<file path="src/rtl/local_coincidence_gated_pkg.sv">
// Shared mode constants and FSM state type for the local-coincidence former.
package lc_pkg;

   localparam logic LC_MODE_LEVEL = 1'b0;
   localparam logic LC_MODE_EVENT = 1'b1;

   typedef enum logic {
      ARMED   = 1'b0,
      HOLDOFF = 1'b1
   } lc_state_e;

endpackage

</file>
<file path="src/rtl/local_coincidence_gated_if.sv">
// Configuration, trigger and result bundle between the trigger path and the coincidence former.
interface lc_if #(
   parameter int N_CHANNELS  = 24,
   parameter int P_WIN_WIDTH = 16,
   parameter int P_CNT_WIDTH = 32
);
   logic [N_CHANNELS-1:0]  trig;
   logic [N_CHANNELS-1:0]  chan_mask;
   logic [P_WIN_WIDTH-1:0] lc_window_width;
   logic [7:0]             n_lc_thr;
   logic                   lc_mode;
   logic [P_WIN_WIDTH-1:0] lc_holdoff;
   logic                   lc_count_clr;
   logic [N_CHANNELS-1:0]  local_coinc;
   logic                   lc_fire;
   logic                   lc_busy;
   logic [P_CNT_WIDTH-1:0] lc_count;

   modport master (
      output trig, chan_mask, lc_window_width, n_lc_thr, lc_mode, lc_holdoff, lc_count_clr,
      input  local_coinc, lc_fire, lc_busy, lc_count
   );

   modport slave (
      input  trig, chan_mask, lc_window_width, n_lc_thr, lc_mode, lc_holdoff, lc_count_clr,
      output local_coinc, lc_fire, lc_busy, lc_count
   );
endinterface

</file>
<file path="src/rtl/local_coincidence_gated_timer.sv">
// Per-channel coincidence window: open while the down-counter is non-zero.
module lc_window_timer #(
   parameter int P_WIN_WIDTH = 16
) (
   input  logic                   clk,
   input  logic                   reset_n,
   input  logic                   i_load,
   input  logic                   i_clear,
   input  logic                   i_en,
   input  logic [P_WIN_WIDTH-1:0] i_width,
   output logic                   o_open
);

   logic [P_WIN_WIDTH-1:0] r_timer;

   // NOTE: clocked state uses <= so every register samples pre-edge values regardless of block order.
   always_ff @(posedge clk or negedge reset_n) begin
      if (!reset_n) begin
         r_timer <= '0;
      end else if (i_load) begin
         r_timer <= i_width;
      end else if (i_clear) begin
         r_timer <= '0;
      end else if (i_en && (r_timer != '0)) begin
         r_timer <= r_timer - P_WIN_WIDTH'(1);
      end
   end

   assign o_open = (r_timer != '0);

endmodule

</file>
<file path="src/rtl/local_coincidence_gated.sv">
// Local-coincidence former: per-channel windows, popcount threshold, LEVEL/EVENT firing, fire counter.
module local_coincidence_gated
   import lc_pkg::*;
#(
   parameter int N_CHANNELS  = 24,
   parameter int P_WIN_WIDTH = 16,
   parameter int P_CNT_WIDTH = 32
) (
   input logic clk,
   input logic reset_n,
   lc_if.slave bus
);

   logic [N_CHANNELS-1:0]  r_trig_prev;
   logic [N_CHANNELS-1:0]  r_mask_prev;
   logic                   r_mode_prev;
   lc_state_e              r_state;
   logic [P_WIN_WIDTH-1:0] r_hold_cnt;
   logic                   r_fire;
   logic [N_CHANNELS-1:0]  r_coinc;
   logic [P_CNT_WIDTH-1:0] r_count;

   logic [N_CHANNELS-1:0]  w_pe;
   logic [N_CHANNELS-1:0]  w_cw;
   logic [N_CHANNELS-1:0]  w_load;
   logic [N_CHANNELS-1:0]  w_clear;
   logic [7:0]             w_level;
   logic                   w_hit;
   logic                   w_mode_chg;
   lc_state_e              w_state_nxt;
   logic [P_WIN_WIDTH-1:0] w_hold_nxt;
   logic                   w_fire_nxt;
   logic [N_CHANNELS-1:0]  w_coinc_nxt;
   logic                   w_clear_all;
   logic                   w_block_load;

   assign w_pe       = bus.trig & ~r_trig_prev & bus.chan_mask;
   assign w_mode_chg = (bus.lc_mode != r_mode_prev);

   // Load beats clear; a mask toggle clears only its own channel.
   assign w_load  = w_pe & {N_CHANNELS{(bus.lc_window_width != '0) && !w_block_load}};
   assign w_clear = {N_CHANNELS{w_clear_all}} | (bus.chan_mask ^ r_mask_prev);

   for (genvar g = 0; g < N_CHANNELS; g++) begin : g_win
      lc_window_timer #(.P_WIN_WIDTH(P_WIN_WIDTH)) u_timer (
         .clk     (clk),
         .reset_n (reset_n),
         .i_load  (w_load[g]),
         .i_clear (w_clear[g]),
         .i_en    (1'b1),
         .i_width (bus.lc_window_width),
         .o_open  (w_cw[g])
      );
   end

   always_comb begin
      w_level = '0;
      for (int i = 0; i < N_CHANNELS; i++) begin
         w_level = w_level + 8'(w_cw[i]);
      end
   end

   assign w_hit = (bus.n_lc_thr != '0) && (w_level >= bus.n_lc_thr);

   // NOTE: every output of this block is assigned a default first, so no path can infer a latch.
   always_comb begin
      w_state_nxt  = r_state;
      w_hold_nxt   = r_hold_cnt;
      w_fire_nxt   = 1'b0;
      w_coinc_nxt  = '0;
      w_clear_all  = 1'b0;
      w_block_load = 1'b0;
      case (bus.lc_mode)
         LC_MODE_LEVEL: begin
            w_fire_nxt  = w_hit;
            w_coinc_nxt = w_hit ? w_cw : '0;
            w_state_nxt = ARMED;
            w_hold_nxt  = '0;
         end
         LC_MODE_EVENT: begin
            case (r_state)
               ARMED: begin
                  if (w_hit) begin
                     w_fire_nxt   = 1'b1;
                     w_coinc_nxt  = w_cw;
                     w_clear_all  = 1'b1;
                     w_block_load = 1'b1;
                     if (bus.lc_holdoff != '0) begin
                        w_state_nxt = HOLDOFF;
                        w_hold_nxt  = bus.lc_holdoff;
                     end
                  end
               end
               HOLDOFF: begin
                  w_block_load = 1'b1;
                  if (r_hold_cnt <= P_WIN_WIDTH'(1)) begin
                     w_state_nxt = ARMED;
                     w_hold_nxt  = '0;
                  end else begin
                     w_hold_nxt = r_hold_cnt - P_WIN_WIDTH'(1);
                  end
               end
               default: w_state_nxt = ARMED;
            endcase
         end
         default: w_state_nxt = ARMED;
      endcase
      // A mode switch re-arms without touching the windows.
      if (w_mode_chg) begin
         w_state_nxt = ARMED;
         w_hold_nxt  = '0;
      end
   end

   always_ff @(posedge clk or negedge reset_n) begin
      if (!reset_n) begin
         r_trig_prev <= '0;
         r_mask_prev <= '0;
         r_mode_prev <= LC_MODE_LEVEL;
         r_state     <= ARMED;
         r_hold_cnt  <= '0;
         r_fire      <= 1'b0;
         r_coinc     <= '0;
      end else begin
         r_trig_prev <= bus.trig;
         r_mask_prev <= bus.chan_mask;
         r_mode_prev <= bus.lc_mode;
         r_state     <= w_state_nxt;
         r_hold_cnt  <= w_hold_nxt;
         r_fire      <= w_fire_nxt;
         r_coinc     <= w_coinc_nxt;
      end
   end

   // Counter advances on the same edge that raises lc_fire, so clear wins over that fire.
   always_ff @(posedge clk or negedge reset_n) begin
      if (!reset_n) begin
         r_count <= '0;
      end else if (bus.lc_count_clr) begin
         r_count <= '0;
      end else if (w_fire_nxt && (r_count != '1)) begin
         r_count <= r_count + P_CNT_WIDTH'(1);
      end
   end

   assign bus.local_coinc = r_coinc;
   assign bus.lc_fire     = r_fire;
   assign bus.lc_busy     = (r_state == HOLDOFF);
   assign bus.lc_count    = r_count;

endmodule

</file>
<file path="src/flat_wrapper.sv">
// flat-port wrapper written by rule: the top's interface ports become plain ports
module local_coincidence_gated_flat import lc_pkg::*;
#(
   parameter int N_CHANNELS  = 24,
   parameter int P_WIN_WIDTH = 16,
   parameter int P_CNT_WIDTH = 32
)
  (clk, reset_n, bus_trig, bus_chan_mask, bus_lc_window_width, bus_n_lc_thr, bus_lc_mode, bus_lc_holdoff, bus_lc_count_clr, bus_local_coinc, bus_lc_fire, bus_lc_busy, bus_lc_count);
  lc_if #(.N_CHANNELS(N_CHANNELS), .P_WIN_WIDTH(P_WIN_WIDTH), .P_CNT_WIDTH(P_CNT_WIDTH)) bus_i ();
  input logic clk;
  input logic reset_n;
  input wire logic [$bits(bus_i.trig)-1:0] bus_trig;
  input wire logic [$bits(bus_i.chan_mask)-1:0] bus_chan_mask;
  input wire logic [$bits(bus_i.lc_window_width)-1:0] bus_lc_window_width;
  input wire logic [$bits(bus_i.n_lc_thr)-1:0] bus_n_lc_thr;
  input wire logic [$bits(bus_i.lc_mode)-1:0] bus_lc_mode;
  input wire logic [$bits(bus_i.lc_holdoff)-1:0] bus_lc_holdoff;
  input wire logic [$bits(bus_i.lc_count_clr)-1:0] bus_lc_count_clr;
  output wire logic [$bits(bus_i.local_coinc)-1:0] bus_local_coinc;
  output wire logic [$bits(bus_i.lc_fire)-1:0] bus_lc_fire;
  output wire logic [$bits(bus_i.lc_busy)-1:0] bus_lc_busy;
  output wire logic [$bits(bus_i.lc_count)-1:0] bus_lc_count;
  assign bus_i.trig = bus_trig;
  assign bus_i.chan_mask = bus_chan_mask;
  assign bus_i.lc_window_width = bus_lc_window_width;
  assign bus_i.n_lc_thr = bus_n_lc_thr;
  assign bus_i.lc_mode = bus_lc_mode;
  assign bus_i.lc_holdoff = bus_lc_holdoff;
  assign bus_i.lc_count_clr = bus_lc_count_clr;
  assign bus_local_coinc = bus_i.local_coinc;
  assign bus_lc_fire = bus_i.lc_fire;
  assign bus_lc_busy = bus_i.lc_busy;
  assign bus_lc_count = bus_i.lc_count;
  local_coincidence_gated #(.N_CHANNELS(N_CHANNELS), .P_WIN_WIDTH(P_WIN_WIDTH), .P_CNT_WIDTH(P_CNT_WIDTH)) u_core (.clk(clk), .reset_n(reset_n), .bus(bus_i));
endmodule
</file>
<file path="config.mk">
export PLATFORM = sky130hd
export DESIGN_NAME = local_coincidence_gated_flat
export DESIGN_NICKNAME = d
export VERILOG_FILES = /design/src/rtl/local_coincidence_gated_pkg.sv /design/src/rtl/local_coincidence_gated_if.sv /design/src/rtl/local_coincidence_gated_timer.sv /design/src/rtl/local_coincidence_gated.sv /design/src/flat_wrapper.sv
export SDC_FILE = /design/constraint.sdc
export NUM_CORES = 1
export LEC_CHECK = 0
export ABC_AREA = 1
export ABC_CLOCK_PERIOD_IN_PS = 6900
export CORE_ASPECT_RATIO = 1.25
export CORE_UTILIZATION = 40
export DETAILED_ROUTE_END_ITERATION = 10
export HOLD_SLACK_MARGIN = 0.08
export SLEW_MARGIN = 5
export SYNTH_ARGS = -nofsm -noshare
export SYNTH_HDL_FRONTEND = slang
export SYNTH_SLANG_ARGS = --single-unit
</file>
<file path="constraint.sdc">
create_clock -name clk -period 6.9 [get_ports clk]
set_clock_uncertainty 0.2 [all_clocks]
set_input_delay 1.38 -clock clk [delete_from_list [all_inputs] [get_ports clk]]
set_output_delay 1.38 -clock clk [all_outputs]
set_load 0.02 [all_outputs]
</file>
# Word-level counts from Yosys, hierarchy flattened
# Index checks and enable logic that the tools add are counted.
[totals]
regBits = 507
input_bits = 92
out_inout_bits = 58
word_cells = 247
[classes]
add_sub_neg = 49
magnitude_cmp = 2
eq_ne = 4
n_mux = 95
bitwise_logic = 8
reduce_logical = 57
[op_table]
columns = ["op", "n"]
rows = [
  ["two-way mux 16 bit", 76],
  ["nonzero test 16 bit", 26],
  ["subtractor 16 x 1 -> 16 bit (second input constant)", 25],
  ["adder 8 x 1 -> 8 bit", 22],
  ["bitwise AND 24 bit", 3],
  ["nonzero test 3 bit", 24],
  ["two-way mux 32 bit", 2],
  ["one-hot mux 16 bit (2 select lines)", 2],
  ["two-way mux 24 bit", 2],
  ["one-hot mux 24 bit (2 select lines)", 1],
  ["adder 32 x 1 -> 32 bit (second input constant)", 1],
  ["!= test 32 bit (second input constant)", 1],
  ["inverter 24 bit", 1],
  ["OR 24 bit", 1],
  ["bitwise XOR 24 bit", 1],
  ["<= comparator 16 x 1 -> 1 bit (second input constant)", 1],
  [">= comparator 8 bit", 1],
  ["two-way mux 1 bit", 8],
  ["!= test 4 x 2 -> 1 bit (second input constant)", 2],
  ["one-hot mux 1 bit (2 select lines)", 4],
  ["nonzero test 8 bit", 1],
  ["logical AND 1 bit", 3],
  ["adder 1 x 1 -> 2 bit", 1],
  ["inverter 1 bit", 2],
  ["4 further kinds", 4],
]

# Depth between registers and ports, before layout
[logic_depth]
depth_word = 33
mapped_depth = 35
ltp_nobuf = 34

# Modules after synthesis
# From an unflattened synthesis, not the netlist that was laid out.
[unflattened]
hier_cells = 5367
hier_area_um2 = 36740.2
[modules_own_cells]
columns = ["module", "n_inst", "cells_each", "area_each_um2", "seq_area_each_um2"]
rows = [
  ["lc_window_timer", 24, 185, 1236.2, 400.4],
  ["local_coincidence_gated", 1, 927, 7071.8, 3078.0],
]

# Worst setup path before layout
# Ideal clock, no wire load.
[synth_timing]
path_kind = "reg2reg"
start = "reg u_core.g_win[0].u_timer.r_timer[0]"
end = "reg u_core.g_win[19].u_timer.r_timer[15]"
setup_ns = 0.134
t_arrival_ns = 6.188
required_time_ns = 6.566
setup_slack_ns = 0.378
stages_incl_launch_ff = 29
n_path_buf = 2
period_less_slack_ns = 6.522
path_cell_list = "dfrtp_1 > inv_1 > ha_1 > nand3_1 > nor2_1 > nand4_1 > nor2_1 > nand4_1 > ha_1 > fa_1 > fa_1 > fa_1 > fa_1 > fa_1 > fa_1 > inv_1 > fa_1 > inv_1 > ha_1 > nand2_1 > nand2_1 > nand2_1 > nand2_1 > nand4_2 > buf_4 > nand2_1 > buf_2 > nor3_1 > nor2_1"
[synth_via]
elab_chain_cells = 33
word_cells_on_any_way = 38
cone_classes = "23 x add/sub; 1 x order compare; 7 x mux; 2 x bitwise; 5 x reduce/logical"
[synth_lines]
columns = ["element", "line", "rtl"]
rows = [
  ["start, declared", "local_coincidence_gated_timer.sv:14", "logic [P_WIN_WIDTH-1:0] r_timer;"],
  ["start signal, assigned", "local_coincidence_gated_timer.sv:21", "r_timer <= i_width;"],
  ["start signal, assigned", "local_coincidence_gated_timer.sv:25", "r_timer <= r_timer - P_WIN_WIDTH'(1);"],
  ["nonzero test 16 bit *", "local_coincidence_gated_timer.sv:29", "assign o_open = (r_timer != '0);"],
  ["adder 1 x 1 -> 2 bit *", "local_coincidence_gated.sv:59", "w_level = w_level + 8'(w_cw[i]);"],
  ["adder 8 x 1 -> 8 bit * (22 in a row)", "local_coincidence_gated.sv:59", ""],
  [">= comparator 8 bit *", "local_coincidence_gated.sv:63", "assign w_hit = (bus.n_lc_thr != '0) && (w_level >= bus.n_lc_thr);"],
  ["logical AND 1 bit *", "local_coincidence_gated.sv:63", ""],
  ["two-way mux 1 bit *", "local_coincidence_gated.sv:83", "if (w_hit) begin"],
  ["one-hot mux 1 bit (2 select lines)", "local_coincidence_gated.sv:81", "case (r_state)"],
  ["two-way mux 1 bit", "local_coincidence_gated.sv:73", "case (bus.lc_mode)"],
  ["logical NOT 1 bit", "local_coincidence_gated.sv:41", "assign w_load = w_pe & {N_CHANNELS{(bus.lc_window_width != '0) && !w_block_load}};"],
  ["logical AND 1 bit", "local_coincidence_gated.sv:41", ""],
  ["bitwise AND 24 bit", "local_coincidence_gated.sv:41", ""],
  ["nonzero test 3 bit (no line) or two-way mux 16 bit (tied branches)", "-", ""],
  ["end signal, assigned", "local_coincidence_gated_timer.sv:21", ""],
  ["end signal, assigned", "local_coincidence_gated_timer.sv:25", ""],
  ["end, declared", "local_coincidence_gated_timer.sv:14", ""],
]
# Every way passes the cells marked *; elsewhere a longest branch is shown, timed or not.
# A chain may end at the register's enable or synchronous reset.

# Final worst setup path
[layout_timing]
start = "reg u_core.g_win[0].u_timer.r_timer[1]"
end = "reg u_core.g_win[13].u_timer.r_timer[12]"
[layout_via]
elab_chain_cells = 33
word_cells_on_any_way = 38
cone_classes = "23 x add/sub; 1 x order compare; 7 x mux; 2 x bitwise; 5 x reduce/logical"
[layout_lines]
columns = ["element", "line"]
rows = [
  ["nonzero test 16 bit *", "local_coincidence_gated_timer.sv:29"],
  ["adder 1 x 1 -> 2 bit *", "local_coincidence_gated.sv:59"],
  ["adder 8 x 1 -> 8 bit * (22 in a row)", "local_coincidence_gated.sv:59"],
  [">= comparator 8 bit *", "local_coincidence_gated.sv:63"],
  ["logical AND 1 bit *", "local_coincidence_gated.sv:63"],
  ["two-way mux 1 bit *", "local_coincidence_gated.sv:83"],
  ["one-hot mux 1 bit (2 select lines)", "local_coincidence_gated.sv:81"],
  ["two-way mux 1 bit", "local_coincidence_gated.sv:73"],
  ["logical NOT 1 bit", "local_coincidence_gated.sv:41"],
  ["logical AND 1 bit", "local_coincidence_gated.sv:41"],
  ["bitwise AND 24 bit", "local_coincidence_gated.sv:41"],
  ["nonzero test 3 bit (no line) or two-way mux 16 bit (tied branches)", "-"],
  ["end signal, assigned", "local_coincidence_gated_timer.sv:21"],
  ["end signal, assigned", "local_coincidence_gated_timer.sv:25"],
  ["end, declared", "local_coincidence_gated_timer.sv:14"],
]
# Marked as above.

==> reports/metrics.cfg <==
[place]
dp.cells=5923
place.gp.congestion=0.9372
hpwl_mm=70.22
dpl_cell_area_um2=36880
dp_worst_setup_slack_ns=-0.1177
portBuffers=149

[setup_path]
crit_end=u_core.g_win[13].u_timer.r_timer[12]
crit_start=u_core.g_win[0].u_timer.r_timer[1]
worst_ep_required_time_ns=7.22
crit_path_max_fanout=6
start_kind=flip-flop
cpPeakStageDelay_ns=0.57
r2r-end=u_core.g_win[13].u_timer.r_timer[12]
cp_common_cell=fa_1
r2r_cells=32
worstSetupPathType=reg2reg
critPathSlowestCell=fa_2
timing.rr.start=u_core.g_win[0].u_timer.r_timer[1]
cp.arrival_ns=7.32
worstSetupEndpointType=flip-flop
r2r_slack_ns=-0.1

[die]
die_x_um=258.3
row_count=117
dieArea_um2=83250
die_y_um=322.3
pin_count=150
coreArea_um2=81390
start_util=0.4034

[routing]
viasPerCell=5.245
drcViolationCount=0
wl_met3_mm=5.625
firstDrtPassIters=6
drtIter0Drc=2749
topRoutingLayerUsed=met4
wl_met2_mm=53.14
ant_nets=0
num_vias=32018
wl_met1_mm=47.10
totalWireLength_mm=109.6
wire_per_inst_um=17.96

[yosys]
synthCells=4628
synth_top_family_by_area=simple AND/OR/NAND/NOR gates
yosysUniqueCellTypes=44
synth.largest_area_cell=dfrtp_1
netlist_area_um2=32840
synth_xor_area_frac=0.09469
synthArstFlopShare=1.000
synth_edf_count=0
synth_adder_area_share=0.02751
synth_warnings=0
synth_compound_area_frac=0.06958
synth.area.mux_share=0
synth_seq_cells=507
synthTopCellsByArea=dfrtp_1 39%, nand2_1 14%, nor2_1 9.4%, xor2_1 6.2%, a21oi_1 5.2%
synth_simple_gate_area_share=0.3480
yosysSeqAreaShare=0.3864
netlist.area_leader.share=0.3864
synthesis.nets=4782
ys.flop_type=dfrtp_1
syn_area_per_cell_um2=7.095

[job]
drv_cap=0

[global_route]
grt_pass1_vias=30493
antenna_found_initial=0
grt_overflow=0
grt_pass1_wl_mm=168.1
grt_max_degree=158
grtUsageTotal=0.2543

[pwr]
intPower_uw=11590
clkPwrFrac=0.160
ir_worst_vdd_v=0.0006795
power_density_nw_per_um2=525.5
net-switching-power_uw=9882
p_leak_uw=0.01911
combPwrFrac=0.617
p_seq_frac=0.223
sw_frac_of_total=0.4603

[cts]
hold_buffers=0
htree_levels=2
clk_pin_slew_ns=0.06
clock_sinks=507
cts_buffers=58
cts_root_buf=clkbuf_16
clk_path_buf_depth=3
cts_tree=yes
insertion_delay_ns=0.65

[timing]
fin_crit_ns=6.996
worstMarginPinSlew_ns=1.209
worst_slack_ns=-0.09594
maxSlewHeadroom=0.1880
tns_ns=-0.5804
rsz0062_at_grt=true
fmax_ghz=0.1429
final_hold_viol_count=0
whs_ns=0.2773
slew_viol_final=0
setup_viol=18
period_share=1.014

[finish]
mostFrequentLayoutCells=1,147 x nand2_1, 789 x nor2_1, 507 x dfrtp_1
diodes=0
layout-drive-gt1-share=0.1321
seqCellArea_um2=12690
stdcell_count=6104
area_growth_pct=24.42
multi_input_area_um2=18690
nNetsFinal=5138
stdcell_area_um2=40860
fill_cells=8060
final_common_cell=nand2_1

[hold_path]
min_path_type=reg2reg
hold_start=u_core.g_win[9].u_timer.r_timer[0]

[run_status]
violations=negative setup slack
status=finished with violations

==> worst min-delay path by stage <==
stage | to | slack [ns] | cells after the start
after detailed placement | u_core.g_win[9].u_timer.r_timer[0] | 0.26 | 2
after global routing | u_core.g_win[3].u_timer.r_timer[0] | 0.30 | 2
after global placement | u_core.g_win[12].u_timer.r_timer[0] | 0.26 | 2
after floorplan | u_core.g_win[9].u_timer.r_timer[0] | 0.24 | 2
after CTS | u_core.g_win[9].u_timer.r_timer[0] | 0.28 | 2
final | u_core.g_win[9].u_timer.r_timer[0] | 0.28 | 2
==> Yosys cell counts, drive strengths merged (3+ instances only) <==
cell and number:
a21oi 340, and3 3, buf 101, clkbuf 57, dfrtp 507, fa 17
ha 45, inv 440, nand2 1202, nand3 289, nand3b 17, nand4 181
nor2 846, nor3 82, nor3b 6, nor4 22, o21ai 89, o22ai 7
o31ai 7, or2 8, xnor2 121, xor2 234
==> repair_timing <==
action / CTS / global route
gates cloned: 6 / 23
buffers inserted: 8 / 36
gates resized for setup: 27 / 279
pin swaps: 5 / 75
endpoints found under the setup margin: 306 / 456
==> per-layer routing <==
| metal | up-vias | track usage |
|---|---|---|
| met4 | 0 | 0.09034 |
| met1 | 15351 | 0.3282 |
| met3 | 211 | 0.03151 |
| li1 | 15544 | - |
| met2 | 912 | 0.4363 |
| met5 | - | 0 |
==> cell type report <==
cell class | count | share of cell area
multi-input cells | 3536 | 0.4574
flip-flops and latches | 507 | 0.3105
repair buffers | 435 | 0.1050
clock buffers | 79 | 0.04171
inverters | 441 | 0.04162
well taps | 1071 | 0.03280
clock inverters | 30 | 0.01020
repair inverters | 5 | 0.0007350
==> critical path, delay by kind of cell (launching register included) <==
family	cells	cell delay, ns
flip-flops	1	0.40
AO/OA/AOI/OAI	1	0.21
AND/OR/NAND/NOR	13	1.14
buffers and inverters	8	0.91
adder cells (fa/ha/maj)	10	4.03
==> kinds of logic after synthesis <==
kind of cell,Yosys count
adders and majority gates,62
buffers and inverters,599
and+or+nand+nor,2658
AOI/OAI and AO/OA,447
xor gates and xnor gates,355
DFF,507
==> metrics by stage <==
step	utilization	total power, µW
final	0.5020	21470
after global placement	0.4531	15770
after global routing	0.5020	23230
after CTS	0.4826	19790
after floorplan	-	12530
after detailed placement	0.4531	15850
==> power groups by stage <==
stage          combinational (µW)  clock, µW  sequential, µW
3_3_place_gp                11000          0            4780
5_1_grt                     14700       3620            4890
3_5_place_dp                11100          0            4780
2_1_floorplan                7950          0            4580
6_report                    13200       3440            4780
4_1_cts                     11500       3520            4750
==> sequential cells by signal, summed over array words and instances (netlist names) <==
register	cells
u_core.g_win.u_timer.r_timer	384
u_core.bus.local_coinc	24
u_core.r_hold_cnt	16
u_core.r_mask_prev	24
u_core.bus.lc_count	32
u_core.r_mode_prev	1
u_core.bus.lc_busy	1
u_core.r_trig_prev	24
u_core.bus.lc_fire	1
No activity file was read; power rests on OpenSTA's default activity.
